### src/rtl/sos_sequencer.sv
// Letter-level SOS sequencer: tracks S -> O -> S within a gap window, flags and counts
// completed SOS events, and requests a detector clear after every abort.
module sos_sequencer #(
  parameter int GAP_MAX = 16,
  parameter int CNT_W   = 8,
  parameter bit OVERLAP = 1'b1
) (
  input  logic             clk,
  input  logic             rst,
  input  logic             en,
  input  logic             s_hit,
  input  logic             o_hit,
  input  logic             cnt_clr,
  output logic             sos,
  output logic             timeout_err,
  output logic             proto_err,
  output logic             det_clr,
  output logic             busy,
  output logic [2:0]       current_state,
  output logic [CNT_W-1:0] sos_count
);

  localparam int GW = $clog2(GAP_MAX);
  localparam logic [GW-1:0]    GAP_LAST = GW'(GAP_MAX - 1);
  localparam logic [CNT_W-1:0] CNT_FULL = {CNT_W{1'b1}};

  typedef enum logic [2:0] {
    IDLE   = 3'b000,
    GOT_S  = 3'b001,
    GOT_SO = 3'b010,
    DONE   = 3'b011
  } state_t;

  state_t        state_r, state_nxt_s;
  logic [GW-1:0] gap_r, gap_nxt_s;
  logic          timeout_r, proto_r, det_clr_r;
  logic          timeout_nxt_s, proto_nxt_s, det_clr_nxt_s;
  logic          both_s, s_only_s, o_only_s, expire_s;

  // Next-state, gap timer and error-pulse decode
  always_comb begin
    state_nxt_s   = state_r;
    gap_nxt_s     = gap_r;
    timeout_nxt_s = 1'b0;
    proto_nxt_s   = 1'b0;
    det_clr_nxt_s = 1'b0;
    both_s   = en & s_hit & o_hit;
    s_only_s = en & s_hit & ~o_hit;
    o_only_s = en & o_hit & ~s_hit;
    expire_s = (gap_r == GAP_LAST);
    if (both_s) begin
      state_nxt_s   = IDLE;
      gap_nxt_s     = {GW{1'b0}};
      proto_nxt_s   = 1'b1;
      det_clr_nxt_s = 1'b1;
    end else begin
      case (state_r)
        IDLE: begin
          if (s_only_s) begin
            state_nxt_s = GOT_S;
            gap_nxt_s   = {GW{1'b0}};
          end else begin
            state_nxt_s = IDLE;
          end
        end
        GOT_S, GOT_SO: begin
          if (s_only_s) begin
            state_nxt_s = (state_r == GOT_SO) ? DONE : GOT_S;
            gap_nxt_s   = {GW{1'b0}};
          end else if (o_only_s) begin
            state_nxt_s   = (state_r == GOT_S) ? GOT_SO : IDLE;
            det_clr_nxt_s = (state_r == GOT_SO);
            gap_nxt_s     = {GW{1'b0}};
          end else if (en) begin
            // quiet enabled cycle: a hit in the threshold cycle would have won above
            if (expire_s) begin
              state_nxt_s   = IDLE;
              gap_nxt_s     = {GW{1'b0}};
              timeout_nxt_s = 1'b1;
              det_clr_nxt_s = 1'b1;
            end else begin
              gap_nxt_s = gap_r + GW'(1);
            end
          end else begin
            state_nxt_s = state_r;
          end
        end
        DONE: begin
          state_nxt_s = OVERLAP ? GOT_S : IDLE;
          gap_nxt_s   = {GW{1'b0}};
        end
        default: begin
          state_nxt_s = IDLE;
          gap_nxt_s   = {GW{1'b0}};
        end
      endcase
    end
  end

  // State, timer and registered error pulses
  always_ff @(posedge clk) begin
    if (rst) begin
      state_r   <= IDLE;
      gap_r     <= {GW{1'b0}};
      timeout_r <= 1'b0;
      proto_r   <= 1'b0;
      det_clr_r <= 1'b0;
    end else begin
      state_r   <= state_nxt_s;
      gap_r     <= gap_nxt_s;
      timeout_r <= timeout_nxt_s;
      proto_r   <= proto_nxt_s;
      det_clr_r <= det_clr_nxt_s;
    end
  end

  // Saturating SOS counter; clear beats a same-cycle increment
  always_ff @(posedge clk) begin
    if (rst) begin
      sos_count <= {CNT_W{1'b0}};
    end else if (cnt_clr) begin
      sos_count <= {CNT_W{1'b0}};
    end else if ((state_nxt_s == DONE) && (state_r != DONE) && (sos_count != CNT_FULL)) begin
      sos_count <= sos_count + CNT_W'(1);
    end else begin
      sos_count <= sos_count;
    end
  end

  assign sos           = (state_r == DONE);
  assign busy          = (state_r != IDLE);
  assign current_state = state_r;
  assign timeout_err   = timeout_r;
  assign proto_err     = proto_r;
  assign det_clr       = det_clr_r;

endmodule
### config.mk
export PLATFORM = sky130hd
export DESIGN_NAME = sos_sequencer
export DESIGN_NICKNAME = d
export VERILOG_FILES = /design/src/rtl/sos_sequencer.sv
export SDC_FILE = /design/constraint.sdc
export NUM_CORES = 1
export LEC_CHECK = 0
export CAP_MARGIN = 20
export CORE_MARGIN = 3
export CORE_UTILIZATION = 36
export DETAILED_ROUTE_END_ITERATION = 6
export MAX_ROUTING_LAYER = met4
export SLEW_MARGIN = 10
export SYNTH_ARGS = -nofsm -noshare
export SYNTH_HDL_FRONTEND = slang
export SYNTH_SLANG_ARGS = --single-unit
### constraint.sdc
create_clock -name clk -period 4 [get_ports clk]
set_clock_uncertainty 0.05 [all_clocks]
set_input_delay 0.6 -clock clk [delete_from_list [all_inputs] [get_ports clk]]
set_output_delay 0.6 -clock clk [all_outputs]
set_load 0.03 [all_outputs]
After elaboration in Yosys (flattened, before gate mapping) --
Cells that the tools add are included. W data, S select, Z words.
Storage, ports and cells: output and inout bits 16, word-level logic and storage cells 56, register bits 18
Operators by class: bitwise gates (word level) 8, reductions and logical operators 9, equal/unequal tests 9, mux-type cells 22, add/subtract/negate cells 2
Operators by type and width (number):
- $mux W4 | 5
- $mux W3 | 5
- $eq A3 B2 Y1 const B | 3
- $pmux W3 S3 | 1
- $add A8 B1 Y8 const B | 1
- $mux W1 | 8
- $ne A8 B8 Y1 const B | 1
- $pmux W4 S2 | 1
- $reduce_or A2 Y1 | 3
- $and A1 B1 Y1 | 5
- $reduce_or A5 Y1 | 1
- $add A4 B1 Y4 const B | 1
- $eq A4 B4 Y1 const B | 1
- $mux W2 | 2
- $ne A4 B4 Y1 const B | 1
- $eq A3 B1 Y1 const B | 1
- $logic_not A3 Y1 | 1
- $ne A3 B2 Y1 const B | 1
- $not A1 Y1 | 3
- $reduce_bool A3 Y1 | 1
- $logic_and A1 B1 Y1 | 2
- $ne A2 B2 Y1 const B | 1
- $reduce_and A2 Y1 | 1

Depth between registers and ports, before layout --
Gate-level depths: netlist of the first run.
word-level depth 10, mapped depth 7

Worst setup path after synthesis of the first run --
OpenSTA, ideal clock, no wires.
path kind input port to flip-flop, start point in s_hit, end point reg sos_count[2], setup slack 1.930 ns, setup time 0.070 ns, stages 7, arrival time 1.950 ns, data required time 3.880 ns, path through buf_6 nand2b_1 a311oi_2 nand3_1 buf_2 or4_1 a21oi_1
On the way: longest elaborated chain between the ends 9, elaborated cells on any way between the ends 13
RTL lines:
- start: declaration | RTL line 11 | input logic s_hit,
- $not A1 Y1 | RTL line 49 | o_only_s = en & o_hit & ~s_hit;
- $and A1 B1 Y1 | RTL line 49
- $mux W3 | RTL line 70 | end else if (o_only_s) begin
- $mux W3 | RTL line 67 | if (s_only_s) begin
- $pmux W3 S3 | RTL line 57 | case (state_r)
- $mux W3 (*) | RTL line 51 | if (both_s) begin
- $eq A3 B2 Y1 (*) | RTL line 123 | end else if ((state_nxt_s == DONE) && (state_r != DONE) && (sos_count != CNT_FULL)) begin
- $logic_and A1 B1 Y1 (*) (2 in series) | RTL line 123
- end signal: assignment | RTL line 122 | sos_count <= {CNT_W{1'b0}};
- end signal: assignment | RTL line 124 | sos_count <= sos_count + CNT_W'(1);
- end signal: assignment | RTL line 126 | sos_count <= sos_count;
- end: declaration | RTL line 20 | output logic [CNT_W-1:0] sos_count
Every way passes the cells marked *; elsewhere a longest branch is shown, timed or not. A chain may end at the register's enable or synchronous reset.

Worst setup path in the final report of the first run --
start point in en, end point reg sos_count[5]
On the way: longest elaborated chain between the ends 9, elaborated cells on any way between the ends 14
RTL lines:
- start: declaration | RTL line 10 | input logic en,
- $and A1 B1 Y1 (2 in series) | RTL line 49
- $mux W3 | RTL line 70
- $mux W3 | RTL line 67
- $pmux W3 S3 | RTL line 57
- $mux W3 (*) | RTL line 51
- $eq A3 B2 Y1 (*) | RTL line 123
- $logic_and A1 B1 Y1 (*) (2 in series) | RTL line 123
Marked as above.

==> impl_metrics.yaml, run 1 <==
drt:
  wl_per_cell_um: 14.1
  first_pass_iters: 7
  first_iter_violations: 35
  vias_per_cell: 5.85
  finalWirelength_um: 2360
  vias: 982
  top_layer: "met4"
  dr_wl_met3_um: 86
  wl_met1_um: 1100
  wl_met2_um: 1160
  ant_nets: 0
  drc: 0
clocking:
  cts_sinks: 18
  postCtsHoldBufs: 0
  cts.htree.levels: 1
  clk_latency_ns: 0.29
  clock_tree.buffer_depth: 2
  post_cts_buffers: 0
  path_clk_slew_ns: 0.10
  clockRootBuffer: "clkbuf_4"
  cts_tree: "built"
  numCtsBuffers: 3
  ctsResizeCount: 0
flow_run:
  maxCapViolations: 0
global_route:
  grt_pass1_vias: 974
  overflow: 0
  grt_max_degree: 18
  antenna_found_initial: 0
  grt_pass1_wl_um: 4460
  grt_usage_pct: 16.9
sta:
  rsz0062_at_grt: "false"
  fin_tns_setup_ns: 0
  period_needed_ns: 2.70
  worstMarginPinSlew_ns: 0.554
  hold_ws_ns: 0.448
  period_share_pct: 67.4
  setup_violations: 0
  maxSlewHeadroom_pct: 62.5
  timing_max_transition_violations_final: 0
  fmax_ghz: 0.371
  hold_viol: 0
floorplan:
  start_util_pct: 39.1
  die_h_um: 58.8
  core_sq_um: 2570
  rows: 18
  ios: 22
  fp.dieW_um: 58.8
  die_area_sq_um: 3460
worst_setup_path:
  critPathMaxStageDelay_ns: 0.76
  critPathLaunchType: "primary input"
  worst_path_max_delay_cell: "clkdlybuf4s50_1"
  crit_top_cell: "a21oi_1"
  worstSetupPathType: "primary input to flip-flop"
  end_kind: "flip-flop"
  crit_family: "simple AND/OR/NAND/NOR gates"
  crit_buf_inv: 1
  crit_arrival_ns: 2.88
  rrSetupSlack_ns: 1.81
  reg2regPathDepth: 6
  r2r-start: "gap_r[0]$_SDFFE_PP0P_"
  cp_max_fo: 15
  crit_chain: "clkdlybuf4s50_1 -> a21oi_1 -> a311oi_2 -> nand3_1 -> or4_1 -> a21oi_1"
  r2r-end: "sos_count[5]$_SDFFE_PP0P_"
  worstPathRequired_ns: 4.18
hold_path:
  holdCritStartpoint: "gap_r[1]$_SDFFE_PP0P_"
  min_path_cells: 2
  min_to: "gap_r[1]$_SDFFE_PP0P_"
  hold_class: "flip-flop to flip-flop"
power_and_ir_drop:
  power.switching_mw: 0.0818
  swShare_pct: 24.6
  ir_drop_mv: 0.180
  internal_power_mw: 0.251
  power_frac_comb_pct: 11.1
  powerDensity_nw_per_um2: 266
  p_clk_share_pct: 34.2
  p_seq_share_pct: 54.8
  power_leakage_nw: 0.416
logic_synthesis:
  syn_inst: 119
  ys_seq_elements: 18
  ys.flop_type: "dfxtp_1"
  synthDominantCellAreaShare_pct: 35.9
  synth_area_leaders: "dfxtp_1, a21oi_1, nand3_1"
  synthesis.area_sq_um: 1000
  synth_edf_count: 0
  yosysUniqueCellTypes: 45
  synth_area_leader_cell: "dfxtp_1"
  yosys_warnings: 0
  syn_nets: 127
  syn_avg_cell_area_sq_um: 8.44
  ys_seq_area_share_pct: 35.9
  async_flop_share_pct: 0
status:
  status: "finished, final reports clean"
placement:
  port-buffer-count: 21
  gp_congestion: 0.852
  dp_hpwl_um: 1700
  placed_cells: 164
final_layout:
  multi_input_area_sq_um: 604
  drive_gt1_share_pct: 5.07
  seqCellArea_sq_um: 360
  fin_nets: 147
  area_growth_pct: 24.7
  n_fill_cell: 276
  n_antenna_cell: 0
  fin_cells: 168
  final_util_pct: 48.8
[logic make-up after synthesis]
group           Yosys count  share of synthesized area, %
simple gates             57                          33.4
compound gates           33                          22.9
mux                       1                         0.996
fa+ha+maj                 2                          2.49
buf+inv                   7                          3.98
other cells               1                         0.373
flops                    18                          35.9
[worst min-delay path: cells and delay by family (launching register included)]
family          cells  cell delay (ns)
compound gates      1             0.05
simple gates        1             0.06
flops               1             0.35
[cell usage in the layout, fill, tap and decap left out, types with 3 or more instances in the layout]
master / synthesis / routed
o31ai_1: 6 / 6
and3_1: 3 / 3
nand3_1: 9 / 9
clkbuf_4: 0 / 3
or3_1: 3 / 3
a21oi_1: 12 / 12
nand2b_1: 5 / 5
dfxtp_1: 18 / 18
or4_1: 5 / 5
nor2_1: 9 / 9
nand2_1: 8 / 8
clkdlybuf4s50_1: 0 / 21
[worst max-delay path by stage]
stage	from	to	depth (start not counted)
after floorplan	s_hit	sos_count[2]$_SDFFE_PP0P_	7
after global placement	en	sos_count[4]$_SDFFE_PP0P_	6
after detailed placement	en	sos_count[4]$_SDFFE_PP0P_	6
after CTS	en	sos_count[5]$_SDFFE_PP0P_	6
after global routing	en	sos_count[4]$_SDFFE_PP0P_	6
final	en	sos_count[5]$_SDFFE_PP0P_	6
[routing by layer]
layer,vias up,GRT usage (%)
li1,501,-
met1,454,21.3
met2,25,26.7
met3,2,4.61
met4,0,4.53
met5,-,-
[cells in the mapped netlist (3+ instances only)]
cell type / n
dfxtp_1: 18
a21oi_1: 12
nand3_1: 9
nor2_1: 9
nand2_1: 8
o31ai_1: 6
nand2b_1: 5
or4_1: 5
and3_1: 3
or3_1: 3
[cell type report]
| class | count | area share, % |
|---|---|---|
| Multi-Input combinational cell | 94 | 48.3 |
| Sequential cell | 18 | 28.8 |
| Inverter | 1 | 0.300 |
| Timing Repair Buffer | 21 | 16.8 |
| Tap cell | 30 | 3.00 |
| Clock buffer | 4 | 2.90 |
[per-stage QoR]
stage          total power [mW]  cell area [sq um]  setup slack, ns
6_report                  0.333               1250             1.30
5_1_grt                   0.350               1250             1.11
4_1_cts                   0.340               1250             1.31
3_5_place_dp              0.224               1220             1.02
3_3_place_gp              0.223               1220             1.09
2_1_floorplan             0.211               1000             1.93
[sequential cells by signal (all words and copies together) (netlist names)]
register       count
sos_count          8
gap_r              4
current_state      3
det_clr            1
proto_err          1
timeout_err        1
[power by group through the flow]
stage	logic (mW)	registers, mW	clock network, mW
final	0.0369	0.182	0.114
after global placement	0.0363	0.186	0
after CTS	0.0370	0.183	0.121
after floorplan	0.0220	0.189	0
after detailed placement	0.0369	0.187	0
after global routing	0.0411	0.183	0.126
(Power assumes the default switching activity.)
==> inputs of run 2 (changes only) <==
clock period = 2.4 ns   (was 4 ns; I/O delays follow)
==> impl_metrics.yaml, run 2 (synthesized netlist as in run 1, its figures left out) <==
worst_setup_path:
  end_kind: "flip-flop"
  cp_max_fo: 11
  crit_buf_inv: 1
  r2r-start: "gap_r[0]$_SDFFE_PP0P_"
  crit_chain: "clkdlybuf4s50_1 -> nor2b_1 -> a32oi_1 -> a311o_1 -> or4_1 -> a21oi_1"
  crit_arrival_ns: 2.39
  rrSetupSlack_ns: 0.30
  critPathMaxStageDelay_ns: 0.63
  worstPathRequired_ns: 2.59
  worstSetupPathType: "primary input to flip-flop"
  startpoint: "en"
  crit_family: "simple AND/OR/NAND/NOR gates"
  critPathLaunchType: "primary input"
  worst_path_max_delay_cell: "clkdlybuf4s50_1"
final_layout:
  final_cell_area_sq_um: 1340
  final_cell_mix: "clkdlybuf4s50_1, dfxtp_1, a21oi_1, buf_4"
  area_growth_pct: 33.6
  layout_commonest_cell: "clkdlybuf4s50_1"
  drive_gt1_share_pct: 12.7
  regMostFlops: "sos_count"
  fin_nets: 159
  n_antenna_cell: 0
  largest_reg_flops: 8
floorplan:
  ios: 22
  die_h_um: 58.8
  core_sq_um: 2570
  rows: 18
  fp.dieW_um: 58.8
  die_area_sq_um: 3460
  start_util_pct: 39.1
global_route:
  grt_usage_pct: 16.2
  grt_pass1_wl_um: 4240
  grt_max_degree: 12
  antenna_found_initial: 0
  grt_pass1_vias: 977
  overflow: 0
power_and_ir_drop:
  power.switching_mw: 0.143
  ir_drop_mv: 0.260
  powerDensity_nw_per_um2: 425
  p_seq_share_pct: 53.3
  internal_power_mw: 0.428
  swShare_pct: 25.1
  power_frac_comb_pct: 12.7
  power_leakage_nw: 0.472
  p_clk_share_pct: 34.0
drt:
  vias_per_cell: 5.56
  ant_nets: 0
  finalWirelength_um: 2440
  vias: 1001
  first_iter_violations: 34
  drc: 0
  first_pass_iters: 4
  wl_per_cell_um: 13.6
clocking:
  cts_tree: "built"
  clock_tree.buffer_depth: 2
  postCtsHoldBufs: 0
  path_clk_slew_ns: 0.11
  clockRootBuffer: "clkbuf_4"
  cts.htree.levels: 1
  cts_sinks: 18
  numCtsBuffers: 3
  ctsResizeCount: 0
  post_cts_buffers: 0
  clk_latency_ns: 0.30
sta:
  period_needed_ns: 2.20
  hold_ws_ns: 0.453
  hold_viol: 0
  period_share_pct: 91.5
  fmax_ghz: 0.455
  rsz0062_at_grt: "false"
  timing_max_transition_violations_final: 0
  setup_violations: 0
status:
  status: "finished, final reports clean"
flow_run:
  maxCapViolations: 0
placement:
  gp_congestion: 0.832
  dp_hpwl_um: 1840
  place_area_sq_um: 1310
  port-buffer-count: 21
hold_path:
  hold_class: "flip-flop to flip-flop"
  holdCritStartpoint: "gap_r[1]$_SDFFE_PP0P_"
==> run 2: cell types whose count changed in the layout (fill, tap and decap cells not counted), sizes merged <==
cell	change
buf	+12
==> run 2: power groups by stage <==
| stage | Clock, mW | Combinational (mW) | Sequential [mW] |
|---|---|---|---|
| global placement | 0 | 0.0710 | 0.311 |
| finish | 0.194 | 0.0724 | 0.304 |
| detailed placement | 0 | 0.0720 | 0.311 |
| global route | 0.215 | 0.0791 | 0.305 |
| floorplan | 0 | 0.0366 | 0.315 |
| CTS | 0.201 | 0.0724 | 0.304 |
==> run 2: stage by stage <==
stage	setup TNS (ns)	worst slack (ns)	total power, mW	util, %	instances
global placement	-0.347	-0.0652	0.382	50.9	176
finish	0	0.203	0.571	52.3	180
CTS	0	0.194	0.578	52.3	180
detailed placement	-0.536	-0.103	0.383	50.9	176
floorplan	0	0.349	0.351	-	119
global route	0	0.0581	0.599	52.3	180
==> run 2: layout make-up <==
| class | count | area [sq um] |
|---|---|---|
| well taps | 30 | 37.5 |
| repair buffers | 33 | 300 |
| inverters | 1 | 3.75 |
| flip-flops and latches | 18 | 360 |
| multi-input cells | 94 | 604 |
| clock buffers | 4 | 36.3 |
| fillers | 247 | 1220 |
==> run 2: final timing paths <==
path / end / cells past startpoint
min: gap_r[1]$_SDFFE_PP0P_ / 2
max: sos_count[6]$_SDFFE_PP0P_ / 6
min reg2reg: gap_r[1]$_SDFFE_PP0P_ / 2
max reg2reg: sos_count[6]$_SDFFE_PP0P_ / 6
==> run 2: worst register-to-register path, cell delays in order, from the launching register on <==
cell     delay, ns
dfxtp_1       0.36
ha_1          0.26
nand3_1       0.15
a32oi_1       0.11
a311o_1       0.42
or4_1         0.54
a21oi_1       0.15
==> run 2: routing by layer <==
layer | vias to the layer above | GRT usage [%] | part of all wire, %
li1 | 521 | - | -
met1 | 469 | 20.8 | 49
met2 | 9 | 24.4 | 48
met3 | 2 | 2.63 | 1.9
met4 | 0 | 8.09 | 0.78
met5 | - | - | 0
